[src/rtl/adc_sequencer_if.sv]
// Handshake bundle around adc_sequencer: register command stream, SPI controller
// trigger/done pairs and the outgoing sample stream.
// master = sequencer side; slave = command source, SPI controller and sample sink.
interface adc_sequencer_if;
    logic [23:0] cmd_data;
    logic        cmd_valid;
    logic        cmd_ready;
    logic        start_acq;
    logic        start_reg_wrt;
    logic [23:0] reg_cmd;
    logic        acq_done;
    logic        reg_wrt_done;
    logic [31:0] cnv_data;
    logic [31:0] m_tdata;
    logic        m_tvalid;
    logic        m_tready;

    modport master (
        input  cmd_data, cmd_valid, acq_done, reg_wrt_done, cnv_data, m_tready,
        output cmd_ready, start_acq, start_reg_wrt, reg_cmd, m_tdata, m_tvalid
    );

    modport slave (
        output cmd_data, cmd_valid, acq_done, reg_wrt_done, cnv_data, m_tready,
        input  cmd_ready, start_acq, start_reg_wrt, reg_cmd, m_tdata, m_tvalid
    );
endinterface

[src/rtl/adc_sequencer.sv]
// Timing master for one ADC channel: periodic CNV pulse, conversion wait, SPI readout
// trigger, single-entry sample buffer, and register writes slotted between conversions.
// Ports: clk/reset, enable/period (sampling), cnv (to ADC), link (command, SPI, sample
// stream), missed_count/overflow/timeout status with clear. All outputs registered.
module adc_sequencer #(
    parameter int unsigned CNV_PULSE_CYCLES = 4,
    parameter int unsigned CONV_WAIT_CYCLES = 30,
    parameter int unsigned MIN_PERIOD       = 64,
    parameter int unsigned REG_GUARD_CYCLES = 40,
    parameter int unsigned TIMEOUT_CYCLES   = 255
) (
    input  logic                   clk,
    input  logic                   reset,
    input  logic                   enable,
    input  logic [31:0]            period,
    output logic                   cnv,
    adc_sequencer_if.master        link,
    output logic [15:0]            missed_count,
    output logic                   overflow,
    output logic                   timeout,
    input  logic                   clear
);

    localparam logic [31:0] MIN_P      = 32'(MIN_PERIOD);
    localparam logic [31:0] GUARD      = 32'(REG_GUARD_CYCLES);
    localparam logic [31:0] PULSE_LAST = 32'(CNV_PULSE_CYCLES - 1);
    localparam logic [31:0] WAIT_LAST  = 32'(CONV_WAIT_CYCLES - 1);
    localparam logic [31:0] TMO_LAST   = 32'(TIMEOUT_CYCLES - 1);

    typedef enum logic [2:0] {
        IDLE,
        CNV_HIGH,
        CNV_WAIT,
        ACQ,
        REG_WRT
    } state_t;

    state_t      state;
    logic [31:0] count;          // position inside the current sample period
    logic [31:0] p_reg;          // period latched at the last tick
    logic [31:0] timer;          // phase timer for CNV_HIGH/CNV_WAIT, watchdog in ACQ/REG_WRT

    logic [31:0] period_clamped;
    logic [31:0] p_cur;
    logic        tick;
    logic        guard_ok;
    logic        out_full;
    logic        ovf_set;
    logic        tmo_set;
    logic        missed_tick;

    always_comb begin
        period_clamped = (period < MIN_P) ? MIN_P : period;
        tick           = enable && (count == 32'd0);
        // The period applies from its own tick, so the wrap compare uses the fresh value.
        p_cur          = tick ? period_clamped : p_reg;
        // Only start a write when it cannot still be running when the next tick lands.
        guard_ok       = !enable || ((p_reg - count) > GUARD);
        out_full       = link.m_tvalid && !link.m_tready;
        ovf_set        = (state == ACQ) && link.acq_done && out_full;
        tmo_set        = (timer == TMO_LAST) &&
                         (((state == ACQ) && !link.acq_done) ||
                          ((state == REG_WRT) && !link.reg_wrt_done));
        missed_tick    = tick && (state != IDLE);
    end

    // Period counter: held at zero while disabled so the first enabled cycle ticks.
    always_ff @(posedge clk) begin
        if (reset) begin
            count <= 32'd0;
            p_reg <= MIN_P;
        end else if (!enable) begin
            count <= 32'd0;
        end else begin
            if (tick) begin
                p_reg <= period_clamped;
            end
            if (count == p_cur - 32'd1) begin
                count <= 32'd0;
            end else begin
                count <= count + 32'd1;
            end
        end
    end

    always_ff @(posedge clk) begin
        if (reset) begin
            state              <= IDLE;
            timer              <= 32'd0;
            cnv                <= 1'b0;
            link.start_acq     <= 1'b0;
            link.start_reg_wrt <= 1'b0;
            link.cmd_ready     <= 1'b0;
            link.reg_cmd       <= 24'd0;
            link.m_tdata       <= 32'd0;
            link.m_tvalid      <= 1'b0;
        end else begin
            link.start_acq     <= 1'b0;
            link.start_reg_wrt <= 1'b0;
            link.cmd_ready     <= 1'b0;
            if (link.m_tvalid && link.m_tready) begin
                link.m_tvalid <= 1'b0;
            end

            case (state)
                IDLE: begin
                    timer <= 32'd0;
                    if (tick) begin
                        // A conversion always beats a pending command in the same cycle.
                        cnv   <= 1'b1;
                        state <= CNV_HIGH;
                    end else if (link.cmd_valid && guard_ok) begin
                        link.cmd_ready     <= 1'b1;
                        link.reg_cmd       <= link.cmd_data;
                        link.start_reg_wrt <= 1'b1;
                        state              <= REG_WRT;
                    end
                end

                CNV_HIGH: begin
                    if (timer == PULSE_LAST) begin
                        cnv   <= 1'b0;
                        timer <= 32'd0;
                        state <= CNV_WAIT;
                    end else begin
                        timer <= timer + 32'd1;
                    end
                end

                CNV_WAIT: begin
                    if (timer == WAIT_LAST) begin
                        link.start_acq <= 1'b1;
                        timer          <= 32'd0;
                        state          <= ACQ;
                    end else begin
                        timer <= timer + 32'd1;
                    end
                end

                ACQ: begin
                    if (link.acq_done) begin
                        // A stalled buffer keeps the oldest sample; the new one is lost.
                        if (!out_full) begin
                            link.m_tdata  <= link.cnv_data;
                            link.m_tvalid <= 1'b1;
                        end
                        timer <= 32'd0;
                        state <= IDLE;
                    end else if (timer == TMO_LAST) begin
                        timer <= 32'd0;
                        state <= IDLE;
                    end else begin
                        timer <= timer + 32'd1;
                    end
                end

                REG_WRT: begin
                    if (link.reg_wrt_done || (timer == TMO_LAST)) begin
                        timer <= 32'd0;
                        state <= IDLE;
                    end else begin
                        timer <= timer + 32'd1;
                    end
                end

                default: begin
                    cnv   <= 1'b0;
                    timer <= 32'd0;
                    state <= IDLE;
                end
            endcase
        end
    end

    // Status flags: clear wins over a same-cycle set.
    always_ff @(posedge clk) begin
        if (reset) begin
            missed_count <= 16'd0;
            overflow     <= 1'b0;
            timeout      <= 1'b0;
        end else if (clear) begin
            missed_count <= 16'd0;
            overflow     <= 1'b0;
            timeout      <= 1'b0;
        end else begin
            if (ovf_set) begin
                overflow <= 1'b1;
            end
            if (tmo_set) begin
                timeout <= 1'b1;
            end
            if (missed_tick && (missed_count != 16'hFFFF)) begin
                missed_count <= missed_count + 16'd1;
            end
        end
    end

endmodule

[src/flat_wrapper.sv]
// flat-port wrapper written by rule: the top's interface ports become plain ports
module adc_sequencer_flat 
#(
    parameter int unsigned CNV_PULSE_CYCLES = 4,
    parameter int unsigned CONV_WAIT_CYCLES = 30,
    parameter int unsigned MIN_PERIOD       = 64,
    parameter int unsigned REG_GUARD_CYCLES = 40,
    parameter int unsigned TIMEOUT_CYCLES   = 255
)
  (clk, reset, enable, period, cnv, missed_count, overflow, timeout, clear, link_cmd_data, link_cmd_valid, link_acq_done, link_reg_wrt_done, link_cnv_data, link_m_tready, link_cmd_ready, link_start_acq, link_start_reg_wrt, link_reg_cmd, link_m_tdata, link_m_tvalid);
  adc_sequencer_if link_i ();
  input  logic clk;
  input  logic reset;
  input  logic enable;
  input  logic [31:0] period;
  output logic cnv;
  output logic [15:0] missed_count;
  output logic overflow;
  output logic timeout;
  input  logic clear;
  input wire logic [$bits(link_i.cmd_data)-1:0] link_cmd_data;
  input wire logic [$bits(link_i.cmd_valid)-1:0] link_cmd_valid;
  input wire logic [$bits(link_i.acq_done)-1:0] link_acq_done;
  input wire logic [$bits(link_i.reg_wrt_done)-1:0] link_reg_wrt_done;
  input wire logic [$bits(link_i.cnv_data)-1:0] link_cnv_data;
  input wire logic [$bits(link_i.m_tready)-1:0] link_m_tready;
  output wire logic [$bits(link_i.cmd_ready)-1:0] link_cmd_ready;
  output wire logic [$bits(link_i.start_acq)-1:0] link_start_acq;
  output wire logic [$bits(link_i.start_reg_wrt)-1:0] link_start_reg_wrt;
  output wire logic [$bits(link_i.reg_cmd)-1:0] link_reg_cmd;
  output wire logic [$bits(link_i.m_tdata)-1:0] link_m_tdata;
  output wire logic [$bits(link_i.m_tvalid)-1:0] link_m_tvalid;
  assign link_i.cmd_data = link_cmd_data;
  assign link_i.cmd_valid = link_cmd_valid;
  assign link_i.acq_done = link_acq_done;
  assign link_i.reg_wrt_done = link_reg_wrt_done;
  assign link_i.cnv_data = link_cnv_data;
  assign link_i.m_tready = link_m_tready;
  assign link_cmd_ready = link_i.cmd_ready;
  assign link_start_acq = link_i.start_acq;
  assign link_start_reg_wrt = link_i.start_reg_wrt;
  assign link_reg_cmd = link_i.reg_cmd;
  assign link_m_tdata = link_i.m_tdata;
  assign link_m_tvalid = link_i.m_tvalid;
  adc_sequencer #(.CNV_PULSE_CYCLES(CNV_PULSE_CYCLES), .CONV_WAIT_CYCLES(CONV_WAIT_CYCLES), .MIN_PERIOD(MIN_PERIOD), .REG_GUARD_CYCLES(REG_GUARD_CYCLES), .TIMEOUT_CYCLES(TIMEOUT_CYCLES)) u_core (.clk(clk), .reset(reset), .enable(enable), .period(period), .cnv(cnv), .link(link_i), .missed_count(missed_count), .overflow(overflow), .timeout(timeout), .clear(clear));
endmodule
[config.mk]
export PLATFORM = sky130hd
export DESIGN_NAME = adc_sequencer_flat
export DESIGN_NICKNAME = d
export VERILOG_FILES = /design/src/rtl/adc_sequencer_if.sv /design/src/rtl/adc_sequencer.sv /design/src/flat_wrapper.sv
export SDC_FILE = /design/constraint.sdc
export NUM_CORES = 1
export LEC_CHECK = 0
export ABC_AREA = 1
export ABC_CLOCK_PERIOD_IN_PS = 8300
export BUFFER_PORTS_ARGS = -buffer_cell sky130_fd_sc_hd__buf_2
export CORE_MARGIN = 2
export CORE_UTILIZATION = 44
export DETAILED_ROUTE_END_ITERATION = 12
export PLACE_DENSITY = 0.73
export SLEW_MARGIN = 40
export SYNTH_ARGS = -nofsm -noshare
export SYNTH_HDL_FRONTEND = slang
export SYNTH_SLANG_ARGS = --single-unit
[constraint.sdc]
create_clock -name clk -period 8.3 [get_ports clk]
set_input_delay 0.83 -clock clk [delete_from_list [all_inputs] [get_ports clk]]
set_output_delay 0.83 -clock clk [all_outputs]
set_load 0.05 [all_outputs]
Word level (Yosys, flattened, before mapping)
Index checks and enable logic that the tools add are counted.

Register bits after elaboration: 177. Bits of input ports: 96. Output and inout port bits: 79.

Add/sub/neg operators: 5. Order comparisons: 2. Equal/unequal tests: 15. Muxes and demuxes: 25. Bitwise operators: 6. Reductions and logical operators: 30.

Operator list (count): 32-bit 2-to-1 mux (7); 32-bit case mux with 4 select lines (1); 32-bit by 1-bit adder with 32-bit output (second input constant) (2); 32-bit by 2-bit == test with 1-bit output (second input constant) (1); 32-bit == test (1); 32-bit by 5-bit == test with 1-bit output (second input constant) (1); 32-bit by 8-bit == test with 1-bit output (second input constant) (1); 32-bit by 6-bit greater-than comparator with 1-bit output (second input constant) (1); 32-bit zero test (1); 32-bit by 7-bit < comparator with 1-bit output (second input constant) (1); 32-bit by 1-bit subtractor with 32-bit output (second input constant) (1); 32-bit subtractor (1); 3-bit 2-to-1 mux (7); 16-bit by 1-bit adder with 16-bit output (second input constant) (1); 16-bit inequality test (second input constant) (1); 3-bit case mux with 5 select lines (1); 1-bit logical AND (11); 3-bit AND reduction (3); 3-bit OR reduction (3); 1-bit 2-to-1 mux (8); 3-bit by 2-bit == test with 1-bit output (second input constant) (2); 2-bit by 1-bit inequality test with 1-bit output (second input constant) (3); 1-bit NOT (6); 5-bit AND reduction (1); 11 further kinds (17).

Logic depth before layout (Yosys ltp)
Depth after elaboration: 7. Depth in mapped cells: 28.

Worst setup path before layout
OpenSTA, ideal clock, no wires.

Kind: input -> register. From: input port enable. To: register u_core.count[11]. Data arrival time: 3036 ps. Required time: 8188 ps. Setup slack: 5151 ps. Stages on the path: 24. Buffers on the path: 2. Path through: nand3_1 > nor2_1 > nand3_1 > nor2_2 > buf_6 > nand2_1 > nand2_2 > ha_1 > nand3_2 > nor2_4 > nand2_2 > inv_2 > nand2_1 > nor2_2 > nand2_1 > nand2_1 > nand2_1 > nor2_1 > nand2_1 > nor2_1 > nand2_1 > nand2_4 > buf_8 > nor2_1.

Word-level cells in the longest chain between the ends: 5. Elaborated cells on any way between the ends: 6. Those cells by class: 1 x add/sub; 1 x eq/ne; 1 x mux; 1 x bitwise; 2 x reduce/logical.

RTL lines: start, declared (RTL line flat_wrapper.sv:14) `input logic enable;`; 1-bit logical AND (RTL line adc_sequencer.sv:54) `tick = enable && (count == 32'd0);`; 32-bit 2-to-1 mux (RTL line adc_sequencer.sv:56) `p_cur = tick ? period_clamped : p_reg;`; 32-bit by 1-bit subtractor with 32-bit output (RTL line adc_sequencer.sv:78) `if (count == p_cur - 32'd1) begin`; 32-bit == test (RTL line adc_sequencer.sv:78); 3-bit OR reduction (no line) *; end signal, assigned (RTL line adc_sequencer.sv:81) `count <= count + 32'd1;`; end, declared (RTL line adc_sequencer.sv:39) `logic [31:0] count;`.

Mark *: on every way between the ends. The rest lies on a longest branch, timed or not. A chain may end at the register's enable or synchronous reset.

Worst setup path in the final report
From: register u_core.count[1]. To: register u_core.count[24].

Word-level cells in the longest chain between the ends: 6. Elaborated cells on any way between the ends: 7. Those cells by class: 2 x add/sub; 1 x eq/ne; 1 x mux; 3 x reduce/logical.

RTL lines (RTL line): 32-bit zero test (adc_sequencer.sv:54); 1-bit logical AND (adc_sequencer.sv:54); 32-bit 2-to-1 mux (adc_sequencer.sv:56); 32-bit by 1-bit subtractor with 32-bit output (adc_sequencer.sv:78); 32-bit == test (adc_sequencer.sv:78); 3-bit OR reduction (no line).

Parallel ways exist; a longest one is shown, timed or not.

==> results.toml <==
[worst_setup_path]
endpoint_kind = "flip-flop"
cpLargestDelayFamily = "simple AND/OR/NAND/NOR gates"
arrival_ps = 4610
cp_max_fo = 32
start_kind = "flip-flop"
critPathBufInv = 4
critPathMaxStageDelay_ps = 460
crit_chain = "inv_1 > ha_1 > inv_1 > nor3_1 > nand3_1 > nor2_2 > buf_4 > nand2_1 > nand2_1 > nand2_1 > nor2_2 > nand2_1 > nor2_1 > nand2_1 > nand2_1 > nand2_1 > inv_1 > nand2_1 > nor2_1 > nand2_1 > nor2_1 > nand2_1 > nand2_4 > nor2_1"
crit_type = "reg -> reg"
critPathSlowestCell = "nor2_2"
required_ps = 8610
cp_common_cell = "nand2_1"

[final_layout]
nNetsFinal = 2268
drive_above_1_share_pct = 13.4
regArea_sq_mm = 0.00354
areaGrowthSynthToFinish_pct = 14.2
fill_cells = 2706
multi_input_area_sq_mm = 0.00731
diodes = 0

[routing]
firstDrtPassIters = 6
dr.first_iter.drc_count = 1117
routed_wl_um = 38200
met3_length_um = 3040
vias = 13000
met2_length_um = 18200
wl_per_cell_um = 15.3
wl_met1_um = 15700
dr.max_layer_used = "met5"
viasPerCell = 5.21
ant_nets = 0
drc = 0

[die]
die_area_sq_mm = 0.0288
coreArea_sq_mm = 0.0270
start_util_pct = 44.9
die_w_um = 170
io_pins = 175
die_h_um = 170
rows = 60

[synth]
synth_seq_area_share_pct = 29.3
synth-main-ff-cell = "dfxtp_1"
synthArstFlopShare_pct = 0
synth_edf_count = 0
netlist_area_sq_mm = 0.0121
synth_nets = 2118
synth-seq-cells = 177
syn_inst = 1983
synth.avg_cell_area_sq_um = 6.10
yosysWarnings = 0
synth_cell_types = 45

[hold_path]
hold_class = "reg -> reg"

[sta]
finClkSkew_ps = 20.9
hold_viol = 0
fin_tns_setup_ps = 0
finalSetupViolations = 0
min_period_ps = 4300
clock.fmax_mhz = 233
slew_headroom_pct = 49.1
period_share_pct = 51.8
drv_slew = 0
tightest_slew_ps = 760
rsz0062_at_grt = "false"

[clocking]
cts_root_buf = "clkbuf_16"
cts_resized = 0
postCtsSetupBuffers = 0
clock_path_buffers = 2
clk_latency_ps = 450
numCtsBuffers = 17
htreeDepth = 4
hold_buffers = 0
cts_num_sinks = 177
path_clk_slew_ps = 90
cts_tree = "yes"

[pwr]
cellLeakagePower_nw = 6.64
pwr_density_cell_mw_per_mm2 = 191
irDropWorstVdd_mv = 0.126
power_mw = 2.64

[run]
maxCapViolations = 0

[placement]
gp_congestion = 1.03
dp_hpwl_um = 29900
port_buffers = 174

[grt]
grt_pass1_wl_um = 61000
grt_use_total_pct = 26.6
antenna_found_initial = 1
grt_max_degree = 59
grt_pass1_vias = 12500
grt.overflow.total = 0

[status]
status = "complete, no violations"
-- per-layer routing --
metal  vias up  GRT usage, %
met2       488          46.8
met1      5852          32.0
li1       6545             -
met5         -             0
met4         2          9.81
met3        79          5.27
-- final cells by class --
type / count / share of cell area (%)
inverter: 258 / 7.01
clock inverter: 15 / 1.59
multi-input combinational: 1500 / 53.0
sequential: 177 / 25.7
clock buffer: 17 / 3.08
tap: 341 / 3.09
timing repair buffer: 179 / 6.58
-- cell usage after synthesis (all sizes together), types with 19 or more instances --
| master | number | area share [%] |
|---|---|---|
| o21ai | 100 | 4.2 |
| nand4 | 32 | 1.7 |
| buf | 24 | 1.5 |
| nor3 | 39 | 1.7 |
| nand3 | 122 | 5.1 |
| dfxtp | 177 | 29 |
| ha | 38 | 3.9 |
| nor2 | 418 | 14 |
| a21oi | 83 | 3.4 |
| xor2 | 68 | 4.9 |
| inv | 254 | 7.9 |
| clkbuf | 24 | 0.74 |
| nand2 | 528 | 17 |
| nor4 | 19 | 0.98 |
-- through the flow --
step                      cells  hold slack, ps  setup slack, ps  util (%)  instance area (sq um)
after floorplan            1983             445             5150         -                  12100
after global placement     2455             429             4130      48.8                  13200
after detailed placement   2455             437             4010      48.8                  13200
after CTS                  2487             450             4140      51.2                  13800
after global routing       2487             461             3690      51.2                  13800
final                      2487             446             4000      51.2                  13800
-- report_power, final --
| part | switching, mW | internal (mW) | total [mW] |
|---|---|---|---|
| clock network | 0.436 | 0.446 | 0.881 |
| logic | 0.579 | 0.234 | 0.813 |
| registers | 0.0408 | 0.902 | 0.943 |
-- cells in the final DEF (no fill, tap or decap), types with 2 or more instances in the layout --
master     count
nor3_1        37
o21bai_1       2
nor3_2         2
buf_2        174
inv_6          2
inv_8          3
dfxtp_1      177
nor4_1        19
o21ai_0       94
a211oi_1       2
and3_1         2
nand2_2       22
inv_1        245
nand3_1      121
xor2_1        68
a31oi_1        3
o21a_1         5
clkinv_8       6
nand4_1       32
nand2_4        3
a21oi_1       83
a21o_1         6
o21ai_1        5
xnor2_1       12
ha_1          38
buf_4          5
nor2_2        27
or2_2          4
inv_2          9
nor2_4         8
nand3b_1       6
nor2_1       383
clkbuf_16     17
nand2_1      503
clkinv_1       4
inv_12         2
nor3b_1        3
a21boi_0       2
-- worst register-to-register path, stage by stage, from the launching register on --
cell and delay [ps]:
dfxtp_1 350, inv_1 130, ha_1 320, inv_1 90
nor3_1 270, nand3_1 130, nor2_2 460, buf_4 320
nand2_1 70, nand2_1 240, nand2_1 150, nor2_2 250
nand2_1 150, nor2_1 170, nand2_1 70, nand2_1 70
nand2_1 50, inv_1 50, nand2_1 80, nor2_1 90
nand2_1 50, nor2_1 90, nand2_1 100, nand2_4 340
nor2_1 90
-- logic make-up (layout without fill, tap and decap cells) --
logic type,after synthesis,in the layout,synth area share [%]
buf+inv,306,469,10.3
simple gates,1174,1174,41.4
fa+ha+maj,39,39,4.10
flops,177,177,29.3
xor+xnor,81,81,5.98
compound gates,206,206,9.00
-- worst paths after layout --
check / from / to / slack, ps / depth (start not counted)
hold reg to reg: u_core.link.reg_cmd[1]$_SDFFE_PP0P_ / u_core.link.reg_cmd[1]$_SDFFE_PP0P_ / 450 / 2
hold / removal: u_core.link.reg_cmd[1]$_SDFFE_PP0P_ / u_core.link.reg_cmd[1]$_SDFFE_PP0P_ / 450 / 2
setup reg to reg: u_core.count[1]$_SDFF_PP0_ / u_core.count[24]$_SDFF_PP0_ / 4000 / 24
setup / recovery: u_core.count[1]$_SDFF_PP0_ / u_core.count[24]$_SDFF_PP0_ / 4000 / 24
Power figures use the tool's default switching activity.
